<file path="src/rtl/fetch_sequencer.sv">
// rtl/fetch_sequencer.sv - instruction-fetch sequencer: PC, imem handshake, 2-entry fetch buffer, redirects
module fetch_sequencer #(
  parameter logic [31:0] RESET_PC   = 32'h0040_0000,
  parameter logic [31:0] EXC_VECTOR = 32'h0000_0080
) (
  input  logic        clk,
  input  logic        rst_n,
  output logic        imem_req,
  output logic [31:0] imem_addr,
  input  logic        imem_ready,
  input  logic [31:0] imem_rdata,
  output logic        if_valid,
  output logic [31:0] if_instr,
  output logic [31:0] if_pc,
  output logic [31:0] if_pc4,
  input  logic        stall,
  input  logic        branch_taken,
  input  logic [31:0] branch_target,
  input  logic        jump,
  input  logic [31:0] jump_target,
  input  logic        exception
);

  typedef enum logic [1:0] {IDLE, FETCH, WAIT} state_t;

  state_t      state;
  logic [31:0] pc, pc_nx, target;
  logic [1:0]  count;
  logic        discard;
  logic [31:0] e1_instr, e1_pc, e1_pc4;
  logic        redirect, push, pop, hold;

  assign redirect = exception | jump | branch_taken;
  assign if_valid = (count != 2'd0);

  always_comb begin
    if (exception)  target = EXC_VECTOR;
    else if (jump)  target = jump_target;
    else            target = branch_target;
    target[1:0] = 2'b00;
  end

  always_comb begin
    imem_req = 1'b0;
    case (state)
      FETCH:   imem_req = (count < 2'd2) && !redirect;
      WAIT:    imem_req = 1'b1;
      default: imem_req = 1'b0;
    endcase
  end

  // A return that arrives after (or with) a redirect is dropped, not pushed.
  assign push = imem_req && imem_ready && !redirect && !(state == WAIT && discard);
  assign pop  = if_valid && !stall && !redirect;

  // Memory address must stay put while a request is outstanding.
  assign hold = (state == FETCH && imem_req && !imem_ready) || (state == WAIT && !imem_ready);

  always_comb begin
    pc_nx = pc;
    if (redirect)  pc_nx = target;
    else if (push) pc_nx = pc + 32'd4;
  end

  always_ff @(posedge clk or negedge rst_n) begin
    if (!rst_n) begin
      state     <= IDLE;
      pc        <= RESET_PC;
      imem_addr <= RESET_PC;
      count     <= 2'd0;
      discard   <= 1'b0;
      if_instr  <= 32'd0;
      if_pc     <= 32'd0;
      if_pc4    <= 32'd0;
      e1_instr  <= 32'd0;
      e1_pc     <= 32'd0;
      e1_pc4    <= 32'd0;
    end else begin
      pc <= pc_nx;
      if (!hold) imem_addr <= pc_nx;

      case (state)
        IDLE:  state <= FETCH;
        FETCH: if (imem_req && !imem_ready) state <= WAIT;
        WAIT: begin
          if (imem_ready) begin
            state   <= FETCH;
            discard <= 1'b0;
          end else if (redirect) begin
            discard <= 1'b1;
          end
        end
        default: state <= IDLE;
      endcase

      if (redirect) begin
        count <= 2'd0;
      end else if (push && pop) begin
        if (count == 2'd1) begin
          if_instr <= imem_rdata;
          if_pc    <= pc;
          if_pc4   <= pc + 32'd4;
        end else begin
          if_instr <= e1_instr;
          if_pc    <= e1_pc;
          if_pc4   <= e1_pc4;
          e1_instr <= imem_rdata;
          e1_pc    <= pc;
          e1_pc4   <= pc + 32'd4;
        end
      end else if (push) begin
        if (count == 2'd0) begin
          if_instr <= imem_rdata;
          if_pc    <= pc;
          if_pc4   <= pc + 32'd4;
        end else begin
          e1_instr <= imem_rdata;
          e1_pc    <= pc;
          e1_pc4   <= pc + 32'd4;
        end
        count <= count + 2'd1;
      end else if (pop) begin
        if_instr <= e1_instr;
        if_pc    <= e1_pc;
        if_pc4   <= e1_pc4;
        count    <= count - 2'd1;
      end
    end
  end

endmodule

</file>
<file path="config.mk">
export PLATFORM = sky130hd
export DESIGN_NAME = fetch_sequencer
export DESIGN_NICKNAME = d
export VERILOG_FILES = /design/src/rtl/fetch_sequencer.sv
export SDC_FILE = /design/constraint.sdc
export NUM_CORES = 1
export LEC_CHECK = 0
export ABC_AREA = 1
export ABC_CLOCK_PERIOD_IN_PS = 2600
export CORE_UTILIZATION = 54
export CTS_CLUSTER_SIZE = 16
export DETAILED_ROUTE_END_ITERATION = 7
export HOLD_SLACK_MARGIN = 0.06
export PLACE_DENSITY_LB_ADDON = 0.3
export SLEW_MARGIN = 5
export SYNTH_ARGS = -nofsm -noshare
export SYNTH_HDL_FRONTEND = slang
export SYNTH_SLANG_ARGS = --single-unit
export TNS_END_PERCENT = 20
</file>
<file path="constraint.sdc">
create_clock -name clk -period 2.6 [get_ports clk]
set_input_delay 0.39 -clock clk [delete_from_list [all_inputs] [get_ports clk]]
set_output_delay 0.39 -clock clk [all_outputs]
set_load 0.05 [all_outputs]
</file>
# Word level (Yosys, flattened, before mapping)
# Index checks and enable logic that the tools add are counted.
# totals
regBits	261
latch_bits	0
inputBits	103
n_memories	0
mem_bits_ro	0
ram_bits	0
# classes
magnitude_cmp	1
n_eq_ne	9
div	0
addsub	3
shifts	0
reduce_logical	29
mux	41
mul	0
bitwise_logic	3
# op_table
operator	n
$mux W32	31
$add A32 B3 Y32 const B	1
$logic_and A1 B1 Y1	12
$mux W2	6
$ne A2 B2 Y1 const B	4
$pmux W2 S3	1
$reduce_and A2 Y1	3
$reduce_bool A2 Y1	3
$reduce_bool A3 Y1	2
$eq A2 B1 Y1 const B	2
$logic_not A1 Y1	4
$logic_not A2 Y1	2
$reduce_and A4 Y1	1
$ne A3 B1 Y1 const B	1
$reduce_and A3 Y1	1
$add A2 B1 Y2 const B	1
$eq A2 B2 Y1 const B	1
$lt A2 B2 Y1 const B	1
$mux W1	2
$ne A2 B1 Y1 const B	1
$or A1 B1 Y1	2
$pmux W1 S2	1
$sub A2 B1 Y2 const B	1
$logic_or A1 B1 Y1	1
$not A1 Y1	1

# Logic depth before layout (Yosys ltp)
# Gate-level depths: netlist (run 1).
# depth
ltp_word	11
ltp_mapped	15
ltp_nobuf	14

# Least setup slack after synthesis (run 1)
# OpenSTA, ideal clock, no wires.
# synth_path
kind	register to register
startpoint	register state[1]
endpoint	register imem_addr[11]
synth_period_minus_slack_ps	2049
stages_incl_launch_ff	13
setup_slack_ps	551
t_arrival_ps	1983
setup_ps	66
required_time_ps	2534
path_cell_list	dfrtp_1 inv_1 ha_1 nand2_1 o21bai_4 nand2_1 inv_2 nand3_1 nand2_1 buf_2 clkbuf_1 nand2_1 nand2_1
# synth_between
elab_chain_cells	7
# synth_rtl
element	line_no	source
start, declared	26	state_t state;
start signal, assigned	67	state <= IDLE;
start signal, assigned	83	IDLE: state <= FETCH;
start signal, assigned	84	FETCH: if (imem_req && !imem_ready) state <= WAIT;
$eq A2 B2 Y1 / $eq A2 B1 Y1 (equally long branches)	45	case (state)
$pmux W1 S2 (*)	45	
named net imem_req	8	output logic imem_req,
$logic_and A1 B1 Y1 (3 in series)	53	assign push = imem_req && imem_ready && !redirect && !(state == WAIT && discard);
$mux W32	62	else if (push) pc_nx = pc + 32'd4;
$mux W32	61	if (redirect) pc_nx = target;
end signal, assigned	80	if (!hold) imem_addr <= pc_nx;
end, declared	9	output logic [31:0] imem_addr,
# The timed path passes the listed nets; every way through them passes the cells marked *.
# A chain may end at the register's enable or synchronous reset.

# Worst setup path in the final report (run 1)
# layout_path
startpoint	register state[1]
endpoint	output imem_req
# layout_between
elab_chain_cells	2
# layout_rtl
element	line_no
$eq A2 B2 Y1 / $eq A2 B1 Y1 (equally long branches)	45
$pmux W1 S2 (*)	45
end, declared	8
# Every way passes the cells marked *; elsewhere a longest branch is shown, timed or not.

==> flow_summary_export.csv, run 1 <==
group,metric,value,unit
cts,clkSlewWorstSetupHoldPaths,0.07,ns
synthesis,seq_area_frac_synth,45.5,%
route,dr_total_vias,14400,
cts,htree_levels,1,
run_status,status,"completed",
synthesis,syn_inst,2041,
timing,setup_viol,0,
timing,final-max-slew-violation-count,0,
route,ant_nets,0,
power,leakagePower,0.00861,µW
timing,period_share,95.8,%
timing,skew,0.0111,ns
power,powerDensity,1020,mW/mm²
route,dr.first_iter.drc_count,1520,
final_layout,antennaDiodeCount,0,
timing,hold_viol_final,0,
cts,cts_setup_buffers,0,
timing,hold_slack,0.392,ns
place,gp_congestion,0.993,
cts,cts_max_path_buffers,3,
place,io_buffers,228,
critical_path,arrival,2.10,ns
cts,clk_latency,0.55,ns
synthesis,netlist_top_cells_count,"nand2_1 (869), dfrtp_1 (255), o21ai_0 (251)",
route,routed_wl,44.1,mm
critical_path,r2r-end,"if_pc4[11]$_DFFE_PN0P_",
grt,grt_first_pass_wirelength,70.7,mm
route,viasPerCell,5.54,
floorplanning,io_pins,233,
grt,antenna_found_initial,1,
synthesis,synthFlopType,"dfrtp_1",
timing,fmax,402,MHz
synthesis,synth_most_common_cell,"nand2_1",
hold_path,hp-class,"input pin to asynchronous set/reset pin",
floorplanning,die_w,164,µm
synthesis,synthArstFlopShare,100,%
floorplanning,die_area,0.0268,mm²
synthesis,netlist_area,0.0141,mm²
final_layout,finalNetCount,2356,
synthesis,synth_top_area_share,45.1,%
route,drt_pass1_iterations,6,
cts,cts_tree,"done",
synthesis,syn-num-nets,2152,
critical_path,cp_max_fo,4,
synthesis,yosys.area.top_type,"dfrtp_1",
final_layout,syn_to_final_growth,28.6,%
flow_run,drv_cap,0,
grt,first_global_vias,13700,
critical_path,r2r-start,"pc[7]$_DFF_PN0_",
cts,numClockSinks,257,
synthesis,syn_avg_cell_area,6.93,µm²
final_layout,drive_gt1_share,6.98,%
critical_path,critPathLaunchType,"register",
power,finalPower,18500,µW
timing,maxSlewHeadroom,59.8,%
synthesis,yosys_warnings,0,
power,ir_worst_vdd,851,µV
route,wire_per_inst,17.0,µm
final_layout,fillers,1984,
floorplanning,core-area,0.0254,mm²
synthesis,ys_types,36,
floorplanning,fp-row-count,58,
critical_path,path_class,"register to output port",
floorplanning,start_util,55.7,%
place,place_hpwl,31.2,mm
synthesis,synthTopCellsByArea,"dfrtp_1 (45%), nand2_1 (23%), o21ai_0 (8.9%)",
critical_path,reg2reg_depth,10,
cts,cts_buffers,26,
grt,grt_usage,33.6,%
timing,worst_slew_pin_slew,0.603,ns
grt,grt_max_degree,120,
timing,min_period,2.49,ns
cts,clockRootBuffer,"clkbuf_16",
synthesis,ys_ff_latch,257,
grt,grt_overflow,0,
synthesis,synth_edf_count,0,
critical_path,critPathCaptureType,"output port",
critical_path,required,2.21,ns
timing,rsz0062_at_grt,"false",
route,drc,0,
floorplanning,die_y,164,µm
critical_path,ff2ff_setup_slack,0.17,ns
[layout make-up]
class	count	area, µm²	share of cell area [%]
repair buffers	305	3150	17.3
multi-input cells	1502	6570	36.1
clock inverters	20	378	2.08
clock buffers	28	668	3.67
inverters	153	574	3.16
flip-flops and latches	257	6430	35.4
well taps	330	413	2.27
[stage by stage]
step                      setup TNS [ns]  cell area [µm²]  utilization, %  cells  setup slack (ns)
after global routing                   0            18200            71.6   2595           0.00315
after detailed placement           -2.62            17100            67.4   2546            -0.120
after floorplan                        0            14100               -   2041             0.551
after CTS                              0            18200            71.6   2595             0.121
final                                  0            18200            71.6   2595             0.110
after global placement             -1.03            17100            67.4   2546           -0.0611
[layer usage]
layer  vias up  part of all wire [%]  global-route usage (%)
li1       6814                     -                       -
met1      6700                    41                    45.6
met2       734                    46                    54.2
met3       116                   8.9                    4.95
met5         -                 0.039                       0
met4         2                   3.9                    13.4
[cell usage in the layout, fill, tap and decap left out, drive strengths merged]
master	synthesis	routed
nand2	871	871
o21ai	272	272
dfrtp	255	255
clkdlybuf4s50	0	225
nor2	159	159
inv	152	152
buf	59	78
nand3	76	76
nand4	34	34
o21a	30	30
clkbuf	70	28
or2	14	14
xor2	10	10
bufinv	0	10
a21oi	8	8
ha	8	8
clkinv	1	6
a31oi	5	5
clkinvlp	0	5
o22ai	4	4
nor3	3	3
o211ai	2	2
o31ai	2	2
dfstp	2	2
xnor2	1	1
o21bai	1	1
and2	1	1
a21boi	1	1
dlygate4sd3	0	1
dlygate4sd2	0	1
[state kept, by name, indices dropped and copies added (netlist names)]
register   cells
pc            32
imem_addr     32
count          2
e1_instr      32
e1_pc         32
discard        1
if_pc         32
e1_pc4        30
if_pc4        30
if_instr      32
state          2
[power by group]
| part | total (µW) | switching, µW | internal (µW) |
|---|---|---|---|
| registers | 6100 | 791 | 5310 |
| logic | 7810 | 5160 | 2650 |
| clock network | 4570 | 1700 | 2870 |
| total | 18500 | 7650 | 10800 |
[logic make-up (layout without fill, tap and decap cells)]
kind of cell             Yosys count  after routing  share of synthesized area [%]
adder cells (fa/ha/maj)            8              8                          0.708
AO/OA/AOI/OAI                    325            325                           12.3
flip-flops                       257            257                           45.5
buffers and inverters            282            506                           8.26
XOR/XNOR                          11             11                          0.681
AND/OR/NAND/NOR                 1158           1158                           32.6
[how the worst max path moves through the flow]
stage,from,to,slack [ns]
2_1_floorplan,state[1]$_DFFE_PN0P_,imem_addr[11]$_DFFE_PN0N_,0.55
4_1_cts,state[1]$_DFFE_PN0P_,imem_req,0.12
3_3_place_gp,exception,if_pc[12]$_DFFE_PN0P_,-0.06
5_1_grt,state[0]$_DFFE_PN0P_,imem_addr[10]$_DFFE_PN0N_,0.003
6_report,state[1]$_DFFE_PN0P_,imem_req,0.11
3_5_place_dp,exception,if_pc[8]$_DFFE_PN0P_,-0.12
[worst max-delay path, cell delays in order, from the launching register on]
cell and delay, ns:
dfrtp_1 0.40, inv_1 0.12, ha_1 0.24, nand2_1 0.11, o21bai_4 0.20, nand2_1 0.12
inv_2 0.08, buf_4 0.14, buf_12 0.13
[repair_timing]
| action | CTS | global route |
|---|---|---|
| resized for setup | 1 | 2 |
| hold endpoints to repair | 57 | 0 |
| hold buffers | 1 | 0 |
| endpoints found under the setup margin | 1 | 19 |
Power figures use the tool's default switching activity.
==> run 2, diff against run 1 <==
CORE_UTILIZATION = 40   (was 54)
==> flow_summary_export.csv, run 2 (same netlist as run 1, synthesis figures left out) <==
group,metric,value,unit
final_layout,fin_util,52.8,%
critical_path,r2r-start,"state[0]$_DFFE_PN0P_",
cts,numClockSinks,257,
timing,tns,0,ns
grt,antenna_found_initial,0,
route,dr_wl_met2,20.3,mm
critical_path,ff2ff_setup_slack,0.23,ns
grt,grt_usage,24.9,%
route,m1WireLength,19.9,mm
critical_path,crit_chain,"inv_1 -> ha_1 -> nand2_1 -> o21bai_4 -> buf_4 -> nand2_1 -> inv_2 -> buf_12",
floorplanning,fp-row-count,68,
critical_path,cp_slowest_cell,"dfrtp_1",
floorplanning,die_area,0.0361,mm²
critical_path,r2r-end,"if_pc[31]$_DFFE_PN0P_",
grt,grt_first_pass_wirelength,71.4,mm
timing,period_share,94.3,%
cts,cts_buffers,28,
hold_path,hp-class,"input pin to asynchronous set/reset pin",
power,powerDensity,1000,mW/mm²
timing,hold_viol_final,0,
critical_path,required,2.21,ns
critical_path,critPathMaxStageDelay,0.40,ns
floorplanning,die_w,190,µm
timing,final-max-slew-violation-count,0,
timing,maxSlewHeadroom,58.3,%
final_layout,antennaDiodeCount,0,
cts,cts_max_path_buffers,3,
timing,skew,0.0236,ns
floorplanning,start_util,40.8,%
critical_path,critPathLaunchType,"register",
cts,cts_setup_buffers,0,
critical_path,cp_max_fo,4,
floorplanning,io_pins,233,
cts,htree_levels,1,
final_layout,finalNetCount,2354,
floorplanning,core-area,0.0346,mm²
critical_path,path_class,"register to output port",
place,gp_congestion,0.911,
timing,setup_viol,0,
critical_path,arrival,2.06,ns
route,wl_met3,3.35,mm
floorplanning,die_y,190,µm
cts,clkSlewWorstSetupHoldPaths,0.06,ns
route,ant_nets,0,
timing,rsz0062_at_grt,"false",
timing,hold_slack,0.355,ns
final_layout,syn_to_final_growth,29.3,%
cts,clockRootBuffer,"clkbuf_16",
grt,grt_overflow,0,
run_status,status,"completed",
cts,clk_latency,0.56,ns
flow_run,drv_cap,0,
cts,cts_tree,"done",
power,leakagePower,0.00857,µW
critical_path,reg2reg_depth,12,
route,viasPerCell,5.10,
route,wire_per_inst,16.5,µm
critical_path,cpMostUsedCell,"nand2_1",
final_layout,most-common-layout-cells,"nand2_1 (869), dfrtp_1 (254), o21ai_0 (251)",
route,routed_wl,44.7,mm
power,ir_worst_vdd,730,µV
final_layout,drive_gt1_share,6.89,%
route,dr.first_iter.drc_count,1258,
final_layout,postLayoutCellArea,0.0183,mm²
final_layout,final_common_cell,"nand2_1",
timing,worst_slew_pin_slew,0.625,ns
route,drt_pass1_iterations,6,
timing,min_period,2.45,ns
place,place_hpwl,32.0,mm
grt,grt_max_degree,85,
route,dr.max_layer_used,"met4",
place,io_buffers,228,
route,drc,0,
timing,fmax,408,MHz
route,dr_total_vias,13900,
grt,first_global_vias,13200,
place,placed_cell_area,0.0172,mm²
critical_path,critPathCaptureType,"output port",
[run 2: how the worst max path moves through the flow]
stage | cells after the start | from | endpoint | slack [ns]
floorplan | 12 | state[1]$_DFFE_PN0P_ | imem_addr[11]$_DFFE_PN0N_ | 0.55
global placement | 13 | branch_taken | if_pc[31]$_DFFE_PN0P_ | -0.04
detailed placement | 13 | branch_taken | if_pc[31]$_DFFE_PN0P_ | -0.09
CTS | 8 | state[1]$_DFFE_PN0P_ | imem_req | 0.15
global route | 8 | state[1]$_DFFE_PN0P_ | imem_req | 0.02
finish | 8 | state[1]$_DFFE_PN0P_ | imem_req | 0.15
[run 2: what timing repair did]
item | 4_1_cts | 5_1_grt
endpoints found under the hold margin | 49 | 0
pin swaps | 0 | 0
setup endpoints to repair | 1 | 1
hold buffers | 1 | 0
resized for setup | 1 | 1
[run 2: layer usage]
layer,track usage (%),up-vias
li1,-,6814
met1,34.9,6474
met2,39.5,516
met3,4.11,72
met4,7.07,0
met5,0,-
[run 2: stage by stage]
step	setup slack, ns	total power [µW]	instances
2_1_floorplan	0.551	11100	2041
3_3_place_gp	-0.0361	13800	2667
3_5_place_dp	-0.0930	14000	2667
4_1_cts	0.148	18400	2720
5_1_grt	0.0201	19200	2720
6_report	0.149	18300	2720
[run 2: area by class of cell]
cell class	instances	area (µm²)
Inverter	153	574
Fill cell	3302	16400
Sequential cell	257	6430
Clock inverter	14	219
Tap cell	455	569
Timing Repair Buffer	301	3100
Clock buffer	38	810
Multi-Input combinational cell	1502	6570
[run 2: worst max-delay path, delay by kind of cell, from the launching register on]
| family | cells | cell delay, ns |
|---|---|---|
| AO/OA/AOI/OAI | 1 | 0.16 |
| adder cells (fa/ha/maj) | 1 | 0.24 |
| buffers and inverters | 4 | 0.51 |
| flip-flops | 1 | 0.40 |
| AND/OR/NAND/NOR | 2 | 0.20 |
[run 2: power breakdown]
| part | switching [µW] | internal [µW] | leakage [µW] |
|---|---|---|---|
| registers | 795 | 5310 | 0.00289 |
| logic | 5110 | 2650 | 0.00519 |
| clock network | 1730 | 2690 | 0.000486 |
==> run 3, diff against run 2 <==
RECOVER_POWER = 25   (was not set)
REMOVE_ABC_BUFFERS = 1   (was not set)
==> flow_summary_export.csv, run 3 (same netlist as run 1, synthesis figures left out) <==
group,metric,value,unit
critical_path,cp_num_buf_inv,3,
critical_path,critPathMaxStageDelay,0.40,ns
grt,grt_first_pass_wirelength,70.9,mm
cts,clockRootBuffer,"clkbuf_16",
timing,rsz0062_at_grt,"false",
grt,grt_max_degree,80,
place,place_hpwl,29.4,mm
grt,grt_overflow,0,
final_layout,finalNetCount,2345,
floorplanning,start_util,40.8,%
floorplanning,die_area,0.0361,mm²
final_layout,antennaDiodeCount,0,
cts,clk_latency,0.56,ns
route,drt_pass1_iterations,5,
power,powerDensity,998,mW/mm²
final_layout,drive_gt1_share,6.43,%
critical_path,required,2.21,ns
cts,cts_max_path_buffers,3,
route,dr_total_vias,13900,
timing,hold_viol_final,0,
place,gp_congestion,0.895,
critical_path,ff2ff_setup_slack,0.26,ns
final_layout,fin_util,52.5,%
cts,cts_setup_buffers,0,
critical_path,cpMostUsedCell,"nand2_1",
final_layout,postLayoutCellArea,0.0182,mm²
floorplanning,io_pins,233,
floorplanning,core-area,0.0346,mm²
critical_path,critPathLaunchType,"register",
place,placed_cell_area,0.0172,mm²
run_status,violations,"capacitance limit, slew limit",
run_status,status,"complete, but fails checks",
critical_path,cp_max_fo,4,
cts,htree_levels,1,
flow_run,drv_cap,1,
critical_path,cp_slowest_cell,"dfrtp_1",
timing,maxSlewHeadroom,-21.1,%
route,routed_wl,44.1,mm
route,viasPerCell,5.13,
critical_path,path_class,"register to output port",
cts,numClockSinks,257,
power,ir_worst_vdd,697,µV
timing,fmax,418,MHz
timing,skew,0.0160,ns
power,leakagePower,0.00853,µW
timing,setup_viol,0,
critical_path,critPathCaptureType,"output port",
floorplanning,die_y,190,µm
route,dr.first_iter.drc_count,1066,
cts,cts_buffers,29,
hold_path,hp-class,"input pin to register",
critical_path,crit_chain,"inv_1 -> ha_1 -> nand2_1 -> o21bai_4 -> nand2_1 -> inv_2 -> buf_12",
final_layout,most-common-layout-cells,"nand2_1 (870), dfrtp_1 (255), o21ai_0 (251)",
timing,hold_slack,0.461,ns
floorplanning,fp-row-count,68,
critical_path,cp_top_family,"flip-flops",
grt,antenna_found_initial,0,
timing,final-max-slew-violation-count,63,
route,wire_per_inst,16.3,µm
cts,clkSlewWorstSetupHoldPaths,0.06,ns
floorplanning,die_w,190,µm
timing,period_share,91.9,%
final_layout,syn_to_final_growth,28.6,%
route,drc,0,
grt,first_global_vias,13500,
timing,worst_slew_pin_slew,1.82,ns
final_layout,final_common_cell,"nand2_1",
critical_path,arrival,2.00,ns
place,io_buffers,228,
cts,cts_tree,"done",
grt,grt_usage,24.6,%
timing,min_period,2.39,ns
route,ant_nets,0,
==> run 3: final cells by class <==
| cell class | instances | area [µm²] |
|---|---|---|
| Clock buffer | 42 | 865 |
| Clock inverter | 10 | 125 |
| Fill cell | 3294 | 16400 |
| Inverter | 153 | 574 |
| Multi-Input combinational cell | 1502 | 6590 |
| Sequential cell | 257 | 6430 |
| Tap cell | 455 | 569 |
| Timing Repair Buffer | 291 | 3020 |
==> run 3: path summary, 6_finish.rpt <==
check,startpoint,end,depth (start not counted)
setup / recovery,state[1]$_DFFE_PN0P_,imem_req,7
hold / removal,imem_rdata[15],e1_instr[15]$_DFFE_PN0P_,3
setup reg to reg,state[0]$_DFFE_PN0P_,imem_addr[18]$_DFFE_PN0N_,14
hold reg to reg,if_instr[6]$_DFFE_PN0P_,if_instr[6]$_DFFE_PN0P_,2
max in group asynchronous,rst_n,imem_addr[30]$_DFFE_PN0N_,3
min in group asynchronous,rst_n,e1_instr[7]$_DFFE_PN0P_,2
==> run 3: per-layer routing <==
| metal | global-route usage [%] | vias to the layer above | part of all wire, % | routed length [µm] |
|---|---|---|---|---|
| met5 | 0 | - | 0 | 0 |
| met2 | 40.1 | 525 | 46 | 20200 |
| met3 | 3.17 | 88 | 7.0 | 3110 |
| met4 | 8.53 | 0 | 3.0 | 1330 |
| li1 | - | 6793 | - | - |
| met1 | 33.5 | 6491 | 44 | 19400 |
==> run 3: what timing repair did <==
item                       in CTS  in global routing
setup endpoints to repair       1                  0
hold buffers                    1                  0
resized for setup               1                  0
hold endpoints to repair       56                  0
==> run 3: tightest hold or removal path, stage by stage <==
cell	delay [ns]
clkdlybuf4s50_1	0.44
nand2_1	0.07
o21ai_0	0.07
==> run 3: where the power goes <==
part           switching (µW)  internal (µW)  leakage [µW]  total (µW)
clock                    1690           2580      0.000497        4270
combinational            5170           2630       0.00514        7790
sequential                765           5310       0.00290        6080
==> run 3: metrics by stage <==
stage          power [µW]  worst slack [ns]  setup TNS, ns  std cells
2_1_floorplan       11100             -4.36        -560.60       1912
3_3_place_gp        13800            0.0468              0       2657
3_5_place_dp        14000           -0.0222        -0.0275       2657
4_1_cts             18300             0.201              0       2710
5_1_grt             19100            0.0196              0       2710
6_report            18100             0.210              0       2710
==> RTL change: new RTL, flow settings as in run 2 <==
Re-encode `state_t` (3 states) as one-hot, 3 bits wide.
--- a/src/rtl/fetch_sequencer.sv
+++ b/src/rtl/fetch_sequencer.sv
@@ -22,5 +22,5 @@
 );
 
-  typedef enum logic [1:0] {IDLE, FETCH, WAIT} state_t;
+  typedef enum logic [2:0] {IDLE = 3'b001, FETCH = 3'b010, WAIT = 3'b100} state_t;
 
   state_t      state;
Behaviour: same outputs for any inputs over 4 cycles, from zero or initial values and one cycle with rst_n low; so few cycles prove little.
==> RTL change against run 2 <==
  * Non-clock buffer count decreased by 5
  * Sequential cell count increased by 1
  * Die area shrank 1.2%
  * Clock skew down 10 ps
  * Area after synthesis fell by 1.2%
  * Critical endpoint is now if_valid
  * Register-to-register slack improved by 70 ps
  * Power is 25% lower
  * Critical path type unchanged
  * Cell area down 1.6%
  * Routed wire length down 6.2%
  * Worst setup slack improved by 98 ps
  * Critical path depth shrank 4
==> RTL change: results (changes against run 2) <==
synth:
  synth.distinct_cells: 31  # was 36
  synth_common_cells: "nand2_1, dfrtp_1, nand3_1"  # was nand2_1, dfrtp_1, o21ai_0
  synth.area.top_cells: "dfrtp_1, nand2_1, nand3_1, o21ai_0, inv_1"  # was dfrtp_1, nand2_1, o21ai_0, nor2_1, inv_1
  synth_ff_type: "dfrtp_1"  # unchanged
  syn_avg_cell_area_sq_um: 6.795  # was 6.928 sq um
  yosys_warnings: 0  # unchanged
  synth_nets: 2162  # was 2152
  async_reset_ff_share_pct: 100.0  # unchanged
  yosysSeqAreaShare_pct: 46.24  # was 45.50%
final_layout:
  layout-drive-gt1-share_pct: 6.113  # was 6.887%
  fin_area_sq_mm: 0.01798  # was 0.01828 sq mm
  nFillCells: 3327  # was 3302
  nets: 2359  # was 2354
  diodes: 0  # unchanged
worst_setup_path:
  reg2reg_slack_ps: 300  # was 230 ps
  cp_data_arrival_time_ps: 1960  # was 2060 ps
  critPathKind: "flop to output pin"  # unchanged
  crit_fanout: 3  # was 4
  worst-r2r-cell-count: 11  # was 12
  r2r_start: "state[0]"  # unchanged
  cp-startpoint: "count[0]"  # was state[1]
  r2r_end: "if_pc[30]"  # was if_pc[31]
  critPathCapture: "if_valid"  # was imem_req
cts:
  clk_pin_slew_worst_paths_ps: 60  # about the same
  htree_levels: 1  # unchanged
  clockBufferDepth: 3  # unchanged
  insertion_delay_ps: 550
  postCtsSetupBuffers: 0  # unchanged
  root_buffer: "clkbuf_16"  # unchanged
  cts_buffers: 28  # unchanged
timing:
  relSlewSlack_pct: 57.53  # was 58.28%
  fmax_mhz: 425.1  # was 408.0 MHz
  finClkSkew_ps: 13.20  # was 23.64 ps
placed_design:
  dp_hpwl_mm: 29.61  # was 32.03 mm
  dpl-instance-area_sq_mm: 0.01700  # was 0.01724 sq mm
  place.gp.congestion: 0.9359  # was 0.9113
  port_buffers: 228  # unchanged
  dp_cells: 2677  # was 2667
  place_ws_ps: -31.61  # was -92.99 ps
grt:
  grt_pass1_vias: 13110  # was 13200
  grt_pass1_wl_mm: 68.15  # was 71.35 mm
  grt_antenna_before_repair: 0  # unchanged
  track_usage_pct: 23.56  # was 24.89%
  grt_max_degree: 59  # was 85
drt:
  drt-initial-drc-count: 849  # was 1258
  wl_mm: 41.95  # was 44.74 mm
  vias: 13730  # was 13880
  dr.pass1.iters: 5  # was 6
  viasPerCell: 5.031  # was 5.101
power_and_ir_drop:
  vdd_drop_max_v: 0.0005622  # was 0.0007299 V
  p_leak_nw: 8.735  # was 8.573 nW
run_status:
  status: "finished, final reports clean"  # unchanged
hold_path:
  hp-class: "primary input to asynchronous set/reset pin"  # unchanged
-- RTL change: cell types whose count changed after synthesis, moves of 18 or more --
| cell | change |
|---|---|
| nand3_1 | +131 |
| nand4_1 | -31 |
| nor2_1 | -70 |
| o21ai_0 | -145 |
| o21ai_1 | +18 |
| o21a_1 | -30 |
| inv_1 | -35 |
| nand2_1 | +184 |
-- RTL change: metal layers --
metal	vias to the layer above	routed length, um	track usage, %
met5	-	0	0
met4	0	1164	7.413
li1	6775	-	-
met1	6369	19140	33.48
met3	79	3244	3.818
met2	507	18410	36.69
-- RTL change: kinds of logic after synthesis --
group / Yosys count / synth area share [%]
AOI/OAI and AO/OA: 155 / 5.687
xor gates and xnor gates: 7 / 0.4389
adders and majority gates: 3 / 0.2687
buffers and inverters: 246 / 7.291
and+or+nand+nor: 1387 / 40.07
DFF: 258 / 46.24
-- RTL change: area by class of cell --
| class | count | share of cell area, % |
|---|---|---|
| multi-input combinational | 1552 | 36.25 |
| sequential | 258 | 35.94 |
| timing repair buffer | 296 | 16.81 |
| clock buffer | 37 | 4.371 |
| tap | 455 | 3.167 |
| inverter | 117 | 2.443 |
| clock inverter | 14 | 1.023 |
-- RTL change: critical path, stage by stage (launching register included) --
cell and delay (ps):
dfrtp_1 410, inv_1 90, ha_1 230, inv_1 120
dlygate4sd2_1 560
-- RTL change: worst min path at each step --
stage | endpoint | slack, ps | cells past startpoint
floorplan | count[0] | 90 | 0
finish | if_instr[23] | 380 | 2
global placement | if_instr[23] | 370 | 1
global route | e1_instr[21] | 420 | 2
detailed placement | if_instr[23] | 370 | 1
CTS | if_instr[23] | 380 | 2
-- RTL change: report_power, final --
part,switching (mW),total (mW),internal (mW)
logic,2.94,4.40,1.47
clock network,1.69,4.21,2.52
registers,0.412,5.06,4.65
-- RTL change: what timing repair did --
action                     4_1_cts  5_1_grt
hold endpoints to repair        53        0
hold buffers                     1        0
resized for setup                1        0
setup endpoints to repair        1        0
